--- src/rtl/pc_seq_pkg.sv ---
// Shared definitions for the program-counter sequencer: op codes and
// return-address-stack sizing helper.
package pc_seq_pkg;

  localparam logic [2:0] OP_HOLD = 3'b000;
  localparam logic [2:0] OP_CALL = 3'b001;
  localparam logic [2:0] OP_RET  = 3'b010;
  localparam logic [2:0] OP_SEQ  = 3'b011;
  localparam logic [2:0] OP_JMP  = 3'b100;
  localparam logic [2:0] OP_JR   = 3'b101;
  localparam logic [2:0] OP_BT   = 3'b110;
  localparam logic [2:0] OP_BF   = 3'b111;

  // Pointer width for a stack of the given depth; never narrower than one bit.
  function automatic int ras_ptr_w(input int depth);
    return (depth > 1) ? $clog2(depth) : 1;
  endfunction

endpackage

--- src/rtl/pc_ras.sv ---
// Circular return-address stack. A push onto a full stack overwrites the
// oldest entry; a pop from an empty stack leaves all state untouched.
module pc_ras
  import pc_seq_pkg::*;
#(
  parameter int RAS_DEPTH = 4,
  parameter int PC_W      = 32
) (
  input  logic            clk,
  input  logic            rst_n,
  input  logic            push_i,
  input  logic            pop_i,
  input  logic [PC_W-1:0] push_data_i,
  output logic [PC_W-1:0] pop_data_o,
  output logic            full_o,
  output logic            empty_o,
  output logic            ovf_o,
  output logic            unf_o
);

  localparam int PW = ras_ptr_w(RAS_DEPTH);
  localparam int CW = PW + 1;

  logic [PC_W-1:0] mem_q [RAS_DEPTH];
  logic [PW-1:0]   top_q, top_d;
  logic [CW-1:0]   cnt_q, cnt_d;

  assign full_o     = (cnt_q == CW'(RAS_DEPTH));
  assign empty_o    = (cnt_q == '0);
  assign ovf_o      = push_i & full_o;
  assign unf_o      = pop_i & empty_o;
  assign pop_data_o = mem_q[top_q];

  // top_q indexes the newest entry; power-of-two depth lets the pointer wrap freely.
  always_comb begin
    top_d = top_q;
    cnt_d = cnt_q;
    if (push_i) begin
      top_d = top_q + PW'(1);
      cnt_d = full_o ? cnt_q : cnt_q + CW'(1);
    end else if (pop_i && !empty_o) begin
      top_d = top_q - PW'(1);
      cnt_d = cnt_q - CW'(1);
    end
  end

  always_ff @(posedge clk or negedge rst_n) begin
    if (!rst_n) begin
      top_q <= '0;
      cnt_q <= '0;
    end else begin
      top_q <= top_d;
      cnt_q <= cnt_d;
    end
  end

  always_ff @(posedge clk) begin
    if (push_i) mem_q[top_d] <= push_data_i;
  end

endmodule

--- src/rtl/pc_sequencer.sv ---
// Program-counter sequencer: next-PC selection, redirect priority, stall and
// a return-address stack for CALL/RET.
module pc_sequencer
  import pc_seq_pkg::*;
#(
  parameter int              PC_W      = 32,
  parameter int              IMM_W     = 16,
  parameter logic [PC_W-1:0] RESET_VEC = '0,
  parameter int              RAS_DEPTH = 4
) (
  input  logic             clk,
  input  logic             rst_n,
  input  logic             op_valid,
  input  logic [2:0]       op,
  input  logic [IMM_W-1:0] imm,
  input  logic [PC_W-1:0]  jreg,
  input  logic             cond,
  input  logic             stall,
  input  logic             redirect,
  input  logic [PC_W-1:0]  redirect_pc,
  output logic [PC_W-1:0]  pc,
  output logic             taken,
  output logic             ras_ovf,
  output logic             ras_unf
);

  localparam logic [PC_W-1:0] FOUR     = PC_W'(4);
  localparam logic [PC_W-1:0] LOW_MASK = (PC_W'(1) << (IMM_W + 2)) - PC_W'(1);
  localparam logic [PC_W-1:0] WORD_MSK = ~PC_W'(3);

  logic [PC_W-1:0] pc_q, pc_d;
  logic            taken_q, taken_d;
  logic            ovf_q, ovf_d;
  logic            unf_q, unf_d;

  logic            ras_push, ras_pop;
  logic [PC_W-1:0] ras_top;
  logic            ras_full, ras_empty, ras_ovf_w, ras_unf_w;

  logic [PC_W-1:0] seq_pc, region_pc, branch_pc, imm_sext;

  assign seq_pc    = pc_q + FOUR;
  assign region_pc = (pc_q & ~LOW_MASK) | (PC_W'(imm) << 2);
  assign imm_sext  = PC_W'($signed(imm));
  assign branch_pc = pc_q + (imm_sext << 2);

  // Inputs are qualified by op_valid and sampled on the rising edge; stall
  // overrides everything, and redirect outranks any op in the same cycle.
  always_comb begin
    pc_d     = pc_q;
    taken_d  = 1'b0;
    ras_push = 1'b0;
    ras_pop  = 1'b0;
    if (!stall) begin
      if (redirect) begin
        pc_d    = redirect_pc & WORD_MSK;
        taken_d = 1'b1;
      end else if (op_valid) begin
        case (op)
          OP_CALL: begin
            ras_push = 1'b1;
            pc_d     = region_pc;
            taken_d  = 1'b1;
          end
          OP_RET: begin
            ras_pop = 1'b1;
            pc_d    = ras_empty ? seq_pc : ras_top;
            taken_d = !ras_empty;
          end
          OP_SEQ: pc_d = seq_pc;
          OP_JMP: begin
            pc_d    = region_pc;
            taken_d = 1'b1;
          end
          OP_JR: begin
            pc_d    = jreg & WORD_MSK;
            taken_d = 1'b1;
          end
          OP_BT: begin
            pc_d    = cond ? branch_pc : seq_pc;
            taken_d = cond;
          end
          OP_BF: begin
            pc_d    = cond ? seq_pc : branch_pc;
            taken_d = !cond;
          end
          default: pc_d = pc_q;
        endcase
      end
    end
    ovf_d = ras_ovf_w;
    unf_d = ras_unf_w;
  end

  always_ff @(posedge clk or negedge rst_n) begin
    if (!rst_n) begin
      pc_q    <= RESET_VEC;
      taken_q <= 1'b0;
      ovf_q   <= 1'b0;
      unf_q   <= 1'b0;
    end else begin
      pc_q    <= pc_d;
      taken_q <= taken_d;
      ovf_q   <= ovf_d;
      unf_q   <= unf_d;
    end
  end

  pc_ras #(
    .RAS_DEPTH (RAS_DEPTH),
    .PC_W      (PC_W)
  ) u_ras (
    .clk         (clk),
    .rst_n       (rst_n),
    .push_i      (ras_push),
    .pop_i       (ras_pop),
    .push_data_i (seq_pc),
    .pop_data_o  (ras_top),
    .full_o      (ras_full),
    .empty_o     (ras_empty),
    .ovf_o       (ras_ovf_w),
    .unf_o       (ras_unf_w)
  );

  assign pc      = pc_q;
  assign taken   = taken_q;
  assign ras_ovf = ovf_q;
  assign ras_unf = unf_q;

endmodule

--- config.mk ---
export PLATFORM = sky130hd
export DESIGN_NAME = pc_sequencer
export DESIGN_NICKNAME = d
export VERILOG_FILES = /design/src/rtl/pc_seq_pkg.sv /design/src/rtl/pc_ras.sv /design/src/rtl/pc_sequencer.sv
export SDC_FILE = /design/constraint.sdc
export NUM_CORES = 1
export LEC_CHECK = 0
export BUFFER_PORTS_ARGS = -buffer_cell sky130_fd_sc_hd__buf_2
export CAP_MARGIN = 10
export CORE_ASPECT_RATIO = 0.7
export CORE_MARGIN = 4
export CORE_UTILIZATION = 35
export DETAILED_ROUTE_END_ITERATION = 12
export MAX_ROUTING_LAYER = met4
export PLACE_DENSITY = 0.61
export SETUP_SLACK_MARGIN = 0.02
export SLEW_MARGIN = 20
export SYNTH_ARGS = -nofsm -noshare
export SYNTH_HDL_FRONTEND = slang
export SYNTH_HIERARCHICAL = 1
export SYNTH_SLANG_ARGS = --single-unit
--- constraint.sdc ---
create_clock -name clk -period 10.49 [get_ports clk]
set_input_delay 1.049 -clock clk [delete_from_list [all_inputs] [get_ports clk]]
set_output_delay 1.049 -clock clk [all_outputs]
set_load 0.03 [all_outputs]
==> impl_metrics.toml <==
[run_status]
status = "finished clean"

[cts]
path_clk_slew_ns = 0.07
cts_tree = "yes"
post_cts_buffers = 0
cts_root_buf = "clkbuf_16"
clk_latency_ns = 0.43
cts_hold_buf = 0
clockBufferDepth = 2
clock_sink_count = 168
ctsResizeCount = 0
cts_buffers = 17
ctsHtreeMaxLevel = 4

[place]
pre_cts_slack_ns = 5.80
gp_congestion = 0.905
dp.cells = 1240
dp_hpwl_um = 19300
port_buffers = 119

[route]
vias = 7235
drt-initial-drc-count = 697
drc = 0
detail-route-antenna-nets = 0
drt_first_pass_iters = 5
viasPerCell = 5.67
routed_wl_um = 28000
wl_per_cell_um = 22.0

[min_path]
hold_path.class = "reg -> reg"
hold_depth = 0

[global_route]
antenna_found_initial = 1
grt.total_usage_pct = 19.2
grt_pass1_wl_um = 42600
globalRouteMet2Util_pct = 28.6
grt_max_degree = 41
grt.met1_usage_pct = 27.9
gr-total-overflow = 0
grt_util_met3_pct = 3.44
busiest_layer = "met2"
grt_pass1_vias = 7011

[final_layout]
stdcell_count = 1275
drive_above_1_share_pct = 23.3
syn_to_final_growth_pct = 16.7
nets = 1025
utilization_pct = 42.1
fill_cells = 2481

[worst_setup_path]
r2r.worst_path.cells = 12
startpoint = "redirect"
reg2reg_slack_ns = 7.15
critPathKind = "in -> reg"
arrival_ns = 3.88
crit_path_end = "u_ras/mem_q[0][23]$_DFFE_PP_"
cp-end-kind = "flip-flop"
worstSetupStartpointType = "input pin"
crit-reg2reg-launch = "pc[2]$_DFFE_PN0P_"
path_max_fanout = 35
required_ns = 10.58
r2r-end = "pc[26]$_DFFE_PN0P_"

[timing]
rsz0062_at_grt = "no"
finalCritPeriodShare_pct = 36.1
setup_violations = 0
layout_min_cycle_time_ns = 3.79
fin_ws_ns = 6.70
hold_viol_final = 0
slew_headroom_pct = 37.3
skew_ns = 0.0104
finalMaxSlewViolations = 0
max_slew.worst_pin.slew_ns = 0.938
tns_ns = 0
max_freq_mhz = 264

[power]
p_leak_nw = 4.14
peakVddDrop_uv = 105
power_density_nw_per_um2 = 186
power_mw = 2.04

[job]
maxCapViolCount = 0

[synth]
synth_area_um2 = 9400
yosys_warnings = 6
synthCells = 793
avgSynthCellArea_um2 = 11.9
syn_nets = 914

[die]
io_pins = 124
initial_core_util_pct = 36.1
core_um2 = 26100
rows = 49
die_y_um = 145
die-area_um2 = 29600
dieWidth_um = 204
[cell usage in the layout (no fill, tap or decap), types with 5 or more instances in the layout]
master	count
mux4_2	32
o31ai_1	7
mux2i_1	5
nand4_1	6
buf_4	13
nor2_1	43
edfxtp_1	128
a21oi_1	58
nand2_1	58
dfrtp_1	39
nand3_1	23
nand2b_1	8
xor2_1	18
buf_2	119
nor3_1	19
xnor2_1	38
a221oi_1	23
ha_1	30
or3_1	7
a21o_1	13
inv_1	21
o22ai_1	7
a31oi_1	7
nor2b_1	8
a221o_1	17
clkinvlp_4	7
o21ai_0	47
and3_1	14
clkbuf_16	17
[power breakdown]
group / total (mW) / internal, mW / switching [mW]
logic: 0.606 / 0.256 / 0.350
registers: 0.831 / 0.766 / 0.0646
clock network: 0.599 / 0.328 / 0.271
total: 2.04 / 1.35 / 0.685
[through the flow]
| step | hold slack [ns] | cell area, um^2 |
|---|---|---|
| global route | 0.564 | 11000 |
| CTS | 0.541 | 10900 |
| detailed placement | 0.526 | 10400 |
| global placement | 0.534 | 10400 |
| finish | 0.542 | 11000 |
| floorplan | 0.490 | 9400 |
[sequential cells by signal, indices dropped and copies added, names as in the netlist]
register,count
u_ras/top_q,2
taken,1
ras_ovf,1
u_ras/cnt_q,3
pc,32
u_ras/mem_q,128
ras_unf,1
[worst min path at each step]
stage,from,end
after floorplan,pc[0]$_DFFE_PN0P_,u_ras/mem_q[0][0]$_DFFE_PP_
after global placement,pc[1]$_DFFE_PN0P_,u_ras/mem_q[2][1]$_DFFE_PP_
after detailed placement,pc[1]$_DFFE_PN0P_,u_ras/mem_q[2][1]$_DFFE_PP_
after CTS,pc[1]$_DFFE_PN0P_,u_ras/mem_q[2][1]$_DFFE_PP_
after global routing,pc[1]$_DFFE_PN0P_,u_ras/mem_q[2][1]$_DFFE_PP_
final,pc[1]$_DFFE_PN0P_,u_ras/mem_q[2][1]$_DFFE_PP_
[final cells by class]
cell class / count / area, um^2 / share of cell area (%)
Sequential cell: 168 / 4850 / 44.2
Multi-Input combinational cell: 562 / 4290 / 39.1
Timing Repair Buffer: 134 / 748 / 6.82
Tap cell: 357 / 447 / 4.07
Clock buffer: 18 / 429 / 3.91
Clock inverter: 14 / 126 / 1.15
Inverter: 21 / 78.8 / 0.719
Antenna cell: 1 / 2.50 / 0.0228
[routing by layer]
metal	wire length [um]	part of all wire, %
met1	13000	46
met4	316	1.1
met3	2050	7.3
met5	0	0
met2	12700	45
[worst max-delay path: stages]
cell and delay (ns):
buf_2 0.09, buf_4 0.25, or4b_2 0.71, nor3b_2 0.57, and3_1 0.72, buf_4 0.45
Power figures use the tool's default switching activity.
